**config.mk**
```make
export PLATFORM = sky130hd
export DESIGN_NAME = seven_seg_mux
export DESIGN_NICKNAME = d
export VERILOG_FILES = /design/src/rtl/seven_seg_mux.sv
export SDC_FILE = /design/constraint.sdc
export NUM_CORES = 1
export LEC_CHECK = 0
export ABC_AREA = 1
export BUFFER_PORTS_ARGS = -buffer_cell sky130_fd_sc_hd__buf_2
export CORE_UTILIZATION = 52
export CTS_CLUSTER_SIZE = 8
export DETAILED_ROUTE_END_ITERATION = 8
export PLACE_DENSITY = 0.72
export SLEW_MARGIN = 20
export SYNTH_ARGS = -nofsm -noshare
export SYNTH_HDL_FRONTEND = slang
export SYNTH_SLANG_ARGS = --single-unit
```
**constraint.sdc**
```tcl
create_clock -name clk -period 1.9 [get_ports clk]
set_clock_uncertainty 0.2 [all_clocks]
set_input_delay 0.095 -clock clk [delete_from_list [all_inputs] [get_ports clk]]
set_output_delay 0.095 -clock clk [all_outputs]
set_load 0.1 [all_outputs]
```
**src/rtl/seven_seg_mux.sv**
```systemverilog
// Two-digit time-multiplexed driver for a common-anode 7-segment pair.
// Blanks both anodes at every digit switch and commits staged values only at frame boundaries.
module seven_seg_mux #(
  parameter int REFRESH_DIV  = 24000,
  parameter int BLANK_CYCLES = 480
) (
  input  logic       clk,
  input  logic       reset_n,
  input  logic [3:0] val0,
  input  logic [3:0] val1,
  input  logic       load,
  output logic       busy,
  output logic [3:0] s,
  output logic [1:0] anode,
  output logic       blank,
  output logic       digit_sel,
  output logic       frame_tick
);

  localparam int CW = (REFRESH_DIV > 1) ? $clog2(REFRESH_DIV) : 1;
  localparam logic [CW-1:0] BLANK_LAST = CW'(BLANK_CYCLES - 1);
  localparam logic [CW-1:0] SHOW_LAST  = CW'(REFRESH_DIV - BLANK_CYCLES - 1);

  typedef enum logic [1:0] {
    ST_BLANK0 = 2'd0,
    ST_SHOW0  = 2'd1,
    ST_BLANK1 = 2'd2,
    ST_SHOW1  = 2'd3
  } state_t;

  state_t        r_state;
  logic [CW-1:0] r_cnt;
  logic [3:0]    r_sh0;
  logic [3:0]    r_sh1;
  logic [3:0]    r_act0;
  logic [3:0]    r_act1;
  logic          r_pending;

  logic          w_in_blank;
  logic          w_last;
  logic          w_boundary;

  assign w_in_blank = (r_state == ST_BLANK0) || (r_state == ST_BLANK1);
  assign w_last     = (r_cnt == (w_in_blank ? BLANK_LAST : SHOW_LAST));
  assign w_boundary = w_last && (r_state == ST_SHOW1);
  assign busy       = r_pending;

  // Slot sequencer, shadow/active value staging and registered display outputs.
  always_ff @(posedge clk) begin
    if (!reset_n) begin
      r_state    <= ST_BLANK0;
      r_cnt      <= {CW{1'b0}};
      r_sh0      <= 4'h0;
      r_sh1      <= 4'h0;
      r_act0     <= 4'h0;
      r_act1     <= 4'h0;
      r_pending  <= 1'b0;
      s          <= 4'h0;
      anode      <= 2'b11;
      blank      <= 1'b1;
      digit_sel  <= 1'b0;
      frame_tick <= 1'b0;
    end else begin
      frame_tick <= 1'b0;
      if (w_last) begin
        r_cnt <= {CW{1'b0}};
        case (r_state)
          ST_BLANK0: begin
            r_state <= ST_SHOW0;
            anode   <= 2'b10;
            blank   <= 1'b0;
          end
          ST_SHOW0: begin
            r_state   <= ST_BLANK1;
            anode     <= 2'b11;
            blank     <= 1'b1;
            digit_sel <= 1'b1;
            s         <= r_act1;
          end
          ST_BLANK1: begin
            r_state <= ST_SHOW1;
            anode   <= 2'b01;
            blank   <= 1'b0;
          end
          ST_SHOW1: begin
            // Frame boundary: the decoder sees the committed digit-0 value while dark.
            r_state    <= ST_BLANK0;
            anode      <= 2'b11;
            blank      <= 1'b1;
            digit_sel  <= 1'b0;
            frame_tick <= 1'b1;
            s          <= r_pending ? r_sh0 : r_act0;
            if (r_pending) begin
              r_act0 <= r_sh0;
              r_act1 <= r_sh1;
            end else begin
              r_act0 <= r_act0;
              r_act1 <= r_act1;
            end
          end
          default: begin
            r_state   <= ST_BLANK0;
            anode     <= 2'b11;
            blank     <= 1'b1;
            digit_sel <= 1'b0;
          end
        endcase
      end else begin
        r_cnt <= r_cnt + {{(CW-1){1'b0}}, 1'b1};
      end

      // A load on the boundary edge re-arms pending so its values commit a frame later.
      if (load) begin
        r_sh0     <= val0;
        r_sh1     <= val1;
        r_pending <= 1'b1;
      end else if (w_boundary) begin
        r_pending <= 1'b0;
      end else begin
        r_pending <= r_pending;
      end
    end
  end

endmodule

```
==> impl_metrics.tcl <==
set metrics [dict create \
    nets 334 \
    drv_cap 0 \
    port_buffers 20 \
    crit_top_cell "dlygate4sd3_1" \
    synth_compound_area_share_pct 9.83 \
    die_area_um2 4120 \
    fmax_mhz 557 \
    drc_errors 0 \
    grt_overflow 0 \
    pin_count 21 \
    synth_edf_count 0 \
    routed_wl_mm 3.98 \
    grt_pass1_wl_mm 6.98 \
    num_vias 1765 \
    fin_hold_ws_ns 0.228 \
    firstDrtPassIters 4 \
    critPathTopFamily "buffers and inverters" \
    ys_types 28 \
    synthSimpleGateAreaFrac_pct 32.4 \
    rows 22 \
    synthesis.nets 294 \
    cp_data_required_time_ns 1.93 \
    relSlewSlack_pct 67.8 \
    synth_top_family_by_area "simple AND/OR/NAND/NOR gates" \
    powerDensity_nw_per_um2 663 \
    die_y_um 64.2 \
    synthCells 277 \
    dpl.hpwl_mm 2.74 \
    worstHoldStart "r_cnt[0]$_SDFF_PP0_" \
    drt_iter0_drc 70 \
    critPathLaunchType "input pin" \
    path_max_fanout 25 \
    cts_made_buffers 5 \
    wl_per_cell_um 10.9 \
    drive_above_1_share_pct 17.3 \
    grtUsageTotal_pct 21.6 \
    worstReg2RegEnd "digit_sel$_SDFFE_PN0P_" \
    reg2regPathDepth 11 \
    synthesis.area_um2 2010 \
    drv_slew 0 \
    synth-xor-area-share_pct 1.74 \
    r2r-start "r_state[1]$_SDFFE_PN0N_" \
    ys_seq_elements 43 \
    core_area_um2 3690 \
    htree_levels 2 \
    post-synth-top-area-cell "dfxtp_1" \
    clk_pin_slew_worst_paths_ns 0.08 \
    avgSynthCellArea_um2 7.26 \
    cpMaxStageDelayCell "dlygate4sd3_1" \
    synthTopCellsByCount "nand2_1, nor2_1, dfxtp_1" \
    yosys_most_used_dff "dfxtp_1" \
    cts_tree "done" \
    hold_viol_final 0 \
    root_buffer "clkbuf_8" \
    grt_max_degree 26 \
    cts_num_sinks 43 \
    p_leak_nw 1.08 \
    crit_type "input pin to flop" \
    initial_core_util_pct 54.5 \
    worstMarginPinSlew_ns 0.487 \
    syn_to_final_growth_pct 20.2 \
    synthAdderAreaFrac_pct 3.73 \
    cts_buffer_depth 2 \
    ir_worst_vdd_mv 0.485 \
    antenna_found_initial 0 \
    vias_per_cell 4.82 \
    final_util_pct 65.5 \
    hold_path_class "flop to flop" \
    synthArstFlopShare_pct 0 \
    whs_endpoint "r_cnt[0]$_SDFF_PP0_" \
    muxShareOfSynthArea_pct 0 \
    die_x_um 64.2 \
    whs_path_depth 1 \
    power_mw 1.60 \
    rrSetupSlack_ns 0.15 \
    placed_area_um2 2150 \
    yosysTopAreaCellShare_pct 42.8 \
    n_antenna_cell 0 \
    synth_area_leaders "dfxtp_1, nand2_1, nor2_1" \
    grt_pass1_vias 1646 \
    finalCriticalPeriod_ns 1.79 \
    path_cells "dlygate4sd3_1 -> buf_2 -> buf_6 -> o21ai_0 -> nor2_1 -> dlygate4sd3_1" \
    antenna_left 0 \
    ys_seq_area_share_pct 42.8 \
    finalWeightedCongestion 0.822 \
    ys_warn_count 0 \
    clock_latency_ns 0.29 \
    synth_most_common_cell "nand2_1" \
    cp.arrival_ns 1.83 \
    final-setup-viol-count 0 \
    end_kind "flop" \
    crit_buf_inv 4 \
    fin_area_um2 2420 \
    max_stage_delay_ns 0.57 \
    timing.final.crit_share_pct 94.4 \
    status "finished, final reports clean" \
]
## sequential cells by signal (all words and copies together) (netlist names)
signal,flops
anode,2
blank,1
busy,1
digit_sel,1
frame_tick,1
r_act0,4
r_act1,4
r_cnt,15
r_sh0,4
r_sh1,4
r_state,2
s,4
## worst max path at each step
stage	from	endpoint	cells past startpoint
2_1_floorplan	busy$_SDFFE_PN0P_	s[3]$_SDFFE_PN0P_	7
3_3_place_gp	r_state[0]$_SDFFE_PN0N_	digit_sel$_SDFFE_PN0P_	11
3_5_place_dp	r_state[0]$_SDFFE_PN0N_	digit_sel$_SDFFE_PN0P_	11
4_1_cts	r_state[0]$_SDFFE_PN0N_	digit_sel$_SDFFE_PN0P_	11
5_1_grt	r_state[1]$_SDFFE_PN0N_	digit_sel$_SDFFE_PN0P_	12
6_report	reset_n	r_sh1[0]$_SDFFE_PN0P_	6
## placed cells by master (no fill, tap or decap), drive strengths merged
master and n:
nand2 60, nor2 56, dfxtp 43, inv 36, buf 28, nand3 17, o21ai 17, a21oi 16
dlygate4sd3 14, clkbuf 7, ha 6, nand4 5, o211ai 3, xor2 3, clkinv 2, nor3 2
a31oi 1, xnor2 1, nor3b 1
## where the power goes
| group | switching [mW] | internal, mW |
|---|---|---|
| sequential | 0.0144 | 0.920 |
| combinational | 0.0650 | 0.0485 |
| clock | 0.296 | 0.258 |
| total | 0.375 | 1.23 |
## worst register-to-register path, stage by stage, from the launching register on
cell	delay, ns
dfxtp_2	0.36
inv_1	0.09
ha_1	0.19
inv_1	0.06
nand2_1	0.06
nand3_1	0.11
nand2_4	0.09
nand2_4	0.13
clkinv_2	0.12
nand2_4	0.11
nand2_1	0.07
a21oi_1	0.11
## logic make-up after synthesis
logic type	Yosys count
buffers and inverters	46
and+or+nand+nor	141
AOI/OAI and AO/OA	37
DFF	43
xor gates and xnor gates	4
adders and majority gates	6
## per-stage QoR
step / setup TNS (ns) / cells / setup slack [ns]
6_report: 0 / 366 / 0.106
5_1_grt: -0.0103 / 366 / -0.00694
4_1_cts: 0 / 362 / 0.0485
3_5_place_dp: 0 / 340 / 0.0687
3_3_place_gp: 0 / 340 / 0.156
2_1_floorplan: 0 / 277 / 0.237
## layout make-up
class | instances | area [um^2]
clock inverters | 1 | 5.00
multi-input cells | 188 | 965
well taps | 48 | 60.1
repair buffers | 42 | 304
fillers | 342 | 1270
inverters | 37 | 140
flip-flops and latches | 43 | 866
clock buffers | 7 | 76.3
## routing by layer
layer	track usage [%]	up-vias	wire length (um)
met5	0	-	0
met4	8.06	0	49
met3	3.75	5	90
met2	36.3	25	1820
met1	27.5	786	2020
li1	-	949	-
## what timing repair did
action,in CTS,in global routing
endpoints found under the hold margin,11,0
endpoints found under the setup margin,0,16
hold buffers,14,0
setup buffers,0,4
resized for setup,0,5
Power figures use the tool's default switching activity.
